### src/rtl/pocket_event_arbiter_if.sv
// Event bus between the collision logic / score counter and pocket_event_arbiter.
// The master drives the frame and pocket inputs, and the slave returns the score pulses and state.
interface pocket_event_arbiter_if #(
   parameter int NUM_BALLS = 8
);
   logic                 startOfFrame;
   logic                 newGame;
   logic [NUM_BALLS-1:0] ballInPocket;
   logic                 increaseScore;
   logic                 decreaseScore;
   logic                 whiteBallRespawn;
   logic [NUM_BALLS-1:0] pocketedMask;
   logic                 allPocketed;

   modport master (
      output startOfFrame,
      output newGame,
      output ballInPocket,
      input  increaseScore,
      input  decreaseScore,
      input  whiteBallRespawn,
      input  pocketedMask,
      input  allPocketed
   );

   modport slave (
      input  startOfFrame,
      input  newGame,
      input  ballInPocket,
      output increaseScore,
      output decreaseScore,
      output whiteBallRespawn,
      output pocketedMask,
      output allPocketed
   );
endinterface

### src/rtl/pocket_event_arbiter.sv
// Turns per-ball pocket levels into per-frame committed, one-at-a-time score pulses.
// Optional SCORE_FOUL_PENALTY_EN: a white-ball event also pulses decreaseScore.
module pocket_event_arbiter #(
   parameter int NUM_BALLS = 8
) (
   input  logic                   clk,
   input  logic                   resetN,
   pocket_event_arbiter_if.slave  evt
);

   typedef enum logic {
      ST_IDLE = 1'b0,
      ST_GAP  = 1'b1
   } state_t;

   // Object balls occupy bits 1..NUM_BALLS-1. Bit 0 is the white ball.
   localparam logic [NUM_BALLS-1:0] OBJ_MASK = {{(NUM_BALLS-1){1'b1}}, 1'b0};
   localparam logic [NUM_BALLS-1:0] ONE      = NUM_BALLS'(1);

   state_t               state_q, state_d;
   logic [NUM_BALLS-1:0] hit_frame_q, hit_frame_d;
   logic [NUM_BALLS-1:0] pending_q, pending_d;
   logic [NUM_BALLS-1:0] pocketed_q, pocketed_d;
   logic                 white_armed_q, white_armed_d;
   logic                 inc_q, inc_d;
   logic                 resp_q, resp_d;
   logic                 all_q, all_d;

   logic [NUM_BALLS-1:0] new_events;
   logic [NUM_BALLS-1:0] candidates;
   logic [NUM_BALLS-1:0] issue_onehot;

`ifdef SCORE_FOUL_PENALTY_EN
   logic                 dec_q, dec_d;
`endif

   always_comb begin
      hit_frame_d   = evt.startOfFrame ? evt.ballInPocket : (hit_frame_q | evt.ballInPocket);
      new_events    = '0;
      pocketed_d    = pocketed_q;
      white_armed_d = white_armed_q;

      // Commit of the frame that just ended, using the accumulated flags.
      if (evt.startOfFrame) begin
         new_events    = (hit_frame_q & ~pocketed_q & OBJ_MASK)
                       | {{(NUM_BALLS-1){1'b0}}, hit_frame_q[0] & white_armed_q};
         pocketed_d    = pocketed_q | (new_events & OBJ_MASK);
         white_armed_d = ~hit_frame_q[0];
      end

      // Commit and issue merge, so a fresh event can go out on the very next cycle.
      candidates   = pending_q | new_events;
      issue_onehot = candidates & ((~candidates) + ONE);

      state_d   = state_q;
      pending_d = candidates;
      inc_d     = 1'b0;
      resp_d    = 1'b0;
`ifdef SCORE_FOUL_PENALTY_EN
      dec_d     = 1'b0;
`endif

      case (state_q)
         ST_IDLE: begin
            if (candidates != '0) begin
               pending_d = candidates & ~issue_onehot;
               resp_d    = issue_onehot[0];
               inc_d     = |(issue_onehot & OBJ_MASK);
`ifdef SCORE_FOUL_PENALTY_EN
               dec_d     = issue_onehot[0];
`endif
               state_d   = ST_GAP;
            end
         end
         ST_GAP: begin
            state_d = ST_IDLE;
         end
         default: begin
            state_d = ST_IDLE;
         end
      endcase

      if (evt.newGame) begin
         hit_frame_d   = '0;
         pending_d     = '0;
         pocketed_d    = '0;
         white_armed_d = 1'b1;
         state_d       = ST_IDLE;
         inc_d         = 1'b0;
         resp_d        = 1'b0;
`ifdef SCORE_FOUL_PENALTY_EN
         dec_d         = 1'b0;
`endif
      end

      all_d = &pocketed_d[NUM_BALLS-1:1];
   end

   always_ff @(posedge clk or negedge resetN) begin
      if (!resetN) begin
         state_q       <= ST_IDLE;
         hit_frame_q   <= '0;
         pending_q     <= '0;
         pocketed_q    <= '0;
         white_armed_q <= 1'b1;
         inc_q         <= 1'b0;
         resp_q        <= 1'b0;
         all_q         <= 1'b0;
      end else begin
         state_q       <= state_d;
         hit_frame_q   <= hit_frame_d;
         pending_q     <= pending_d;
         pocketed_q    <= pocketed_d;
         white_armed_q <= white_armed_d;
         inc_q         <= inc_d;
         resp_q        <= resp_d;
         all_q         <= all_d;
      end
   end

`ifdef SCORE_FOUL_PENALTY_EN
   always_ff @(posedge clk or negedge resetN) begin
      if (!resetN) begin
         dec_q <= 1'b0;
      end else begin
         dec_q <= dec_d;
      end
   end
   assign evt.decreaseScore = dec_q;
`else
   // The white ball never affects the score in this build.
   assign evt.decreaseScore = 1'b0;
`endif

   assign evt.increaseScore    = inc_q;
   assign evt.whiteBallRespawn = resp_q;
   assign evt.pocketedMask     = pocketed_q;
   assign evt.allPocketed      = all_q;

endmodule

### src/flat_wrapper.sv
// flat-port wrapper written by rule: the top's interface ports become plain ports
module pocket_event_arbiter_flat 
#(
   parameter int NUM_BALLS = 8
)
  (clk, resetN, evt_startOfFrame, evt_newGame, evt_ballInPocket, evt_increaseScore, evt_decreaseScore, evt_whiteBallRespawn, evt_pocketedMask, evt_allPocketed);
  pocket_event_arbiter_if #(.NUM_BALLS(NUM_BALLS)) evt_i ();
  input  logic clk;
  input  logic resetN;
  input wire logic [$bits(evt_i.startOfFrame)-1:0] evt_startOfFrame;
  input wire logic [$bits(evt_i.newGame)-1:0] evt_newGame;
  input wire logic [$bits(evt_i.ballInPocket)-1:0] evt_ballInPocket;
  output wire logic [$bits(evt_i.increaseScore)-1:0] evt_increaseScore;
  output wire logic [$bits(evt_i.decreaseScore)-1:0] evt_decreaseScore;
  output wire logic [$bits(evt_i.whiteBallRespawn)-1:0] evt_whiteBallRespawn;
  output wire logic [$bits(evt_i.pocketedMask)-1:0] evt_pocketedMask;
  output wire logic [$bits(evt_i.allPocketed)-1:0] evt_allPocketed;
  assign evt_i.startOfFrame = evt_startOfFrame;
  assign evt_i.newGame = evt_newGame;
  assign evt_i.ballInPocket = evt_ballInPocket;
  assign evt_increaseScore = evt_i.increaseScore;
  assign evt_decreaseScore = evt_i.decreaseScore;
  assign evt_whiteBallRespawn = evt_i.whiteBallRespawn;
  assign evt_pocketedMask = evt_i.pocketedMask;
  assign evt_allPocketed = evt_i.allPocketed;
  pocket_event_arbiter #(.NUM_BALLS(NUM_BALLS)) u_core (.clk(clk), .resetN(resetN), .evt(evt_i));
endmodule
### config.mk
export PLATFORM = sky130hd
export DESIGN_NAME = pocket_event_arbiter_flat
export DESIGN_NICKNAME = d
export VERILOG_FILES = /design/src/rtl/pocket_event_arbiter_if.sv /design/src/rtl/pocket_event_arbiter.sv /design/src/flat_wrapper.sv
export SDC_FILE = /design/constraint.sdc
export NUM_CORES = 1
export LEC_CHECK = 0
export CORE_MARGIN = 1
export CORE_UTILIZATION = 51
export CTS_CLUSTER_DIAMETER = 40
export DETAILED_ROUTE_END_ITERATION = 10
export DONT_BUFFER_PORTS = 1
export GPL_ROUTABILITY_DRIVEN = 0
export GPL_TIMING_DRIVEN = 1
export PLACE_DENSITY = 0.76
export SYNTH_ARGS = -nofsm -noshare
export SYNTH_HDL_FRONTEND = slang
export SYNTH_SLANG_ARGS = --single-unit
### constraint.sdc
create_clock -name clk -period 1.42 [get_ports clk]
set_input_delay 0.355 -clock clk [delete_from_list [all_inputs] [get_ports clk]]
set_output_delay 0.355 -clock clk [all_outputs]
set_load 0.01 [all_outputs]
==> metrics.yaml <==
status:
  status: "finished clean"
global_routing:
  gr-total-overflow: 0
  grt.total_usage_pct: 20.53
  grt_pass1_vias: 841
  antenna_found_initial: 0
  grt_pass1_wl_um: 3712
  grt_max_degree: 29
setup_path:
  end_kind: "flip-flop"
  critical_path_class: "reg2reg"
  cp-start-kind: "flip-flop"
  critPathArrivalTime_ps: 1540
  r2r-end: "u_core.pending_q[6]"
  required_ps: 1640
  worst-r2r-cell-count: 4
  rr_startpoint: "u_core.hit_frame_q[3]"
  path_max_fanout: 5
  regToRegSetupSlack_ps: 100
detailed_routing:
  wire_per_inst_um: 15.53
  route.detailed.drc: 0
  viasPerCell: 5.796
  initialDrtViolationCount: 22
  postRouteAntennaNets: 0
  routed_wl_um: 2205
  vias: 823
  firstDrtPassIters: 4
sta:
  tns_ps: 0
  period_share_pct: 93.06
  max_freq_mhz: 756.8
  fin_ws_ps: 98.57
  skew_ps: 2.794
  finalCriticalPeriod_ps: 1321
  final_max_slew_viol_count: 0
  hold_violations: 0
  setup_viol: 0
  rsz0062_at_grt: "no"
logic_synthesis:
  netlist_instances: 110
  ys_seq_elements: 28
  synth_area_um2: 1195
  yosysUniqueCellTypes: 30
  yosysSeqAreaShare_pct: 58.74
  avgSynthCellArea_um2: 10.86
  synth_flop_cell: "dfrtp_1"
  yosys_warnings: 0
  async_flop_share_pct: 100.0
  synth_edf_count: 0
final_layout:
  fillCellCount: 204
  fin_nets: 127
  antenna_cells: 0
  seqCellArea_um2: 701.9
  multi_input_area_um2: 451.7
  drive_gt1_share_pct: 16.67
  final_core_util_pct: 58.77
  area_delta_synth_final_pct: 8.796
clocking:
  clk_latency_ps: 330
  cts_max_path_buffers: 2
  post_cts_buffers: 0
  cts.sinks: 28
  cts_root_buf: "clkbuf_4"
  htree_num_levels: 1
  clkTransAtPathRegs_ps: 140
  cts_tree: "built"
  cts_buffers: 3
place:
  pre_cts_ws_ps: 69.03
  dp_hpwl_um: 1482
  portBuffers: 0
floorplan:
  die_w_um: 50.41
  ios: 24
  row_count: 17
  die_h_um: 50.41
  coreArea_um2: 2212
  die-area_um2: 2541
  start_util_pct: 54.02
min_path:
  whs_path_depth: 1
  hold_path_end: "u_core.evt.pocketedMask[1]"
  min_path_type: "in2reg"
  hold_start: "evt_newGame"
job:
  cap_violations: 0
power_and_ir_drop:
  leakagePower_nw: 0.5914
  ir_drop_uv: 890.3
  power.total_mw: 1.478
  powerDensity_nw_per_um2: 1137
synth_stat cells, types with 2 or more instances:
library cell / count / area, um^2
a21oi_1: 15 / 75.07
a311oi_1: 2 / 17.52
a31oi_1: 4 / 25.02
buf_4: 2 / 15.01
clkbuf_1: 3 / 11.26
and3_1: 2 / 12.51
nor3_1: 4 / 20.02
and3b_1: 3 / 26.28
o22ai_1: 2 / 12.51
inv_1: 4 / 15.01
dfrtp_1: 27 / 675.7
a211oi_1: 3 / 22.52
nand2_1: 2 / 7.510
nor2_1: 21 / 78.83
layout by cell type (no fill, tap or decap), drive strengths merged, types with 2 or more instances in the layout:
cell type  synthesis  layout
and3               3       3
nor4               2       2
o22ai              2       2
clkbuf             3       4
nor2              21      21
nand2              2       2
a211oi             3       3
a311oi             2       2
conb               1       2
a31oi              5       5
a21oi             15      15
inv                4       4
dfrtp             27      27
and3b              4       4
buf                4       5
nor3               4       4
registers in the layout, summed over array words and instances, names as in the netlist:
register,count
u_core.evt.allPocketed,1
u_core.evt.increaseScore,1
u_core.evt.pocketedMask,7
u_core.evt.whiteBallRespawn,1
u_core.hit_frame_q,8
u_core.pending_q,8
u_core.state_q,1
u_core.white_armed_q,1
critical path, stage by stage, from the launching register on:
cell      delay [ps]
dfrtp_1          420
and3b_4          200
nor4_4           250
and3_4           260
a311oi_1          80
kinds of logic after synthesis:
family | share of synthesized area [%]
other | 0.3138
AND/OR/NAND/NOR | 19.79
flip-flops | 58.74
AO/OA/AOI/OAI | 16.33
buffers and inverters | 4.815
final cells by class:
| class | count | share of cell area (%) |
|---|---|---|
| Sequential cell | 28 | 53.99 |
| Multi-Input combinational cell | 72 | 34.74 |
| Tap cell | 28 | 2.695 |
| Inverter | 4 | 1.155 |
| Clock buffer | 4 | 2.791 |
| Timing Repair Buffer | 6 | 4.620 |
report_power, final:
part | internal, mW | leakage (nW) | switching, mW
Clock | 0.157 | 0.0210 | 0.229
Combinational | 0.0951 | 0.200 | 0.106
Sequential | 0.845 | 0.370 | 0.0449
worst max path at each step:
stage | slack [ps] | endpoint | cells past startpoint | startpoint
after floorplan | 110 | u_core.pending_q[7] | 5 | evt_startOfFrame
after global placement | 160 | u_core.pending_q[4] | 4 | u_core.white_armed_q
after detailed placement | 70 | u_core.pending_q[4] | 4 | u_core.white_armed_q
after CTS | 40 | u_core.pending_q[4] | 4 | u_core.white_armed_q
after global routing | 10 | u_core.pending_q[6] | 4 | u_core.hit_frame_q[3]
final | 100 | u_core.pending_q[6] | 4 | u_core.hit_frame_q[3]
routing by layer:
metal | GRT usage [%] | share of wire (%) | vias to the layer above | wire (um)
met1 | 25.00 | 46 | 404 | 1009
li1 | - | - | 392 | -
met2 | 31.11 | 46 | 20 | 1007
met4 | 15.28 | 3.5 | 0 | 78
met5 | 0 | 0 | - | 0
met3 | 5.455 | 5.0 | 7 | 110
timing repair:
item | CTS | global route
setup endpoints to repair | 0 | 2
hold buffers | 2 | 0
endpoints found under the hold margin | 28 | 0
resized for setup | 0 | 3
per-stage QoR:
stage | cell area, um^2 | hold WS [ps] | instances
after floorplan | 1199 | 59.41 | 111
after global placement | 1221 | 60.03 | 136
after detailed placement | 1221 | 60.16 | 136
after CTS | 1287 | 51.74 | 142
after global routing | 1300 | 45.26 | 142
final | 1300 | 62.59 | 142
Power figures use the tool's default switching activity.
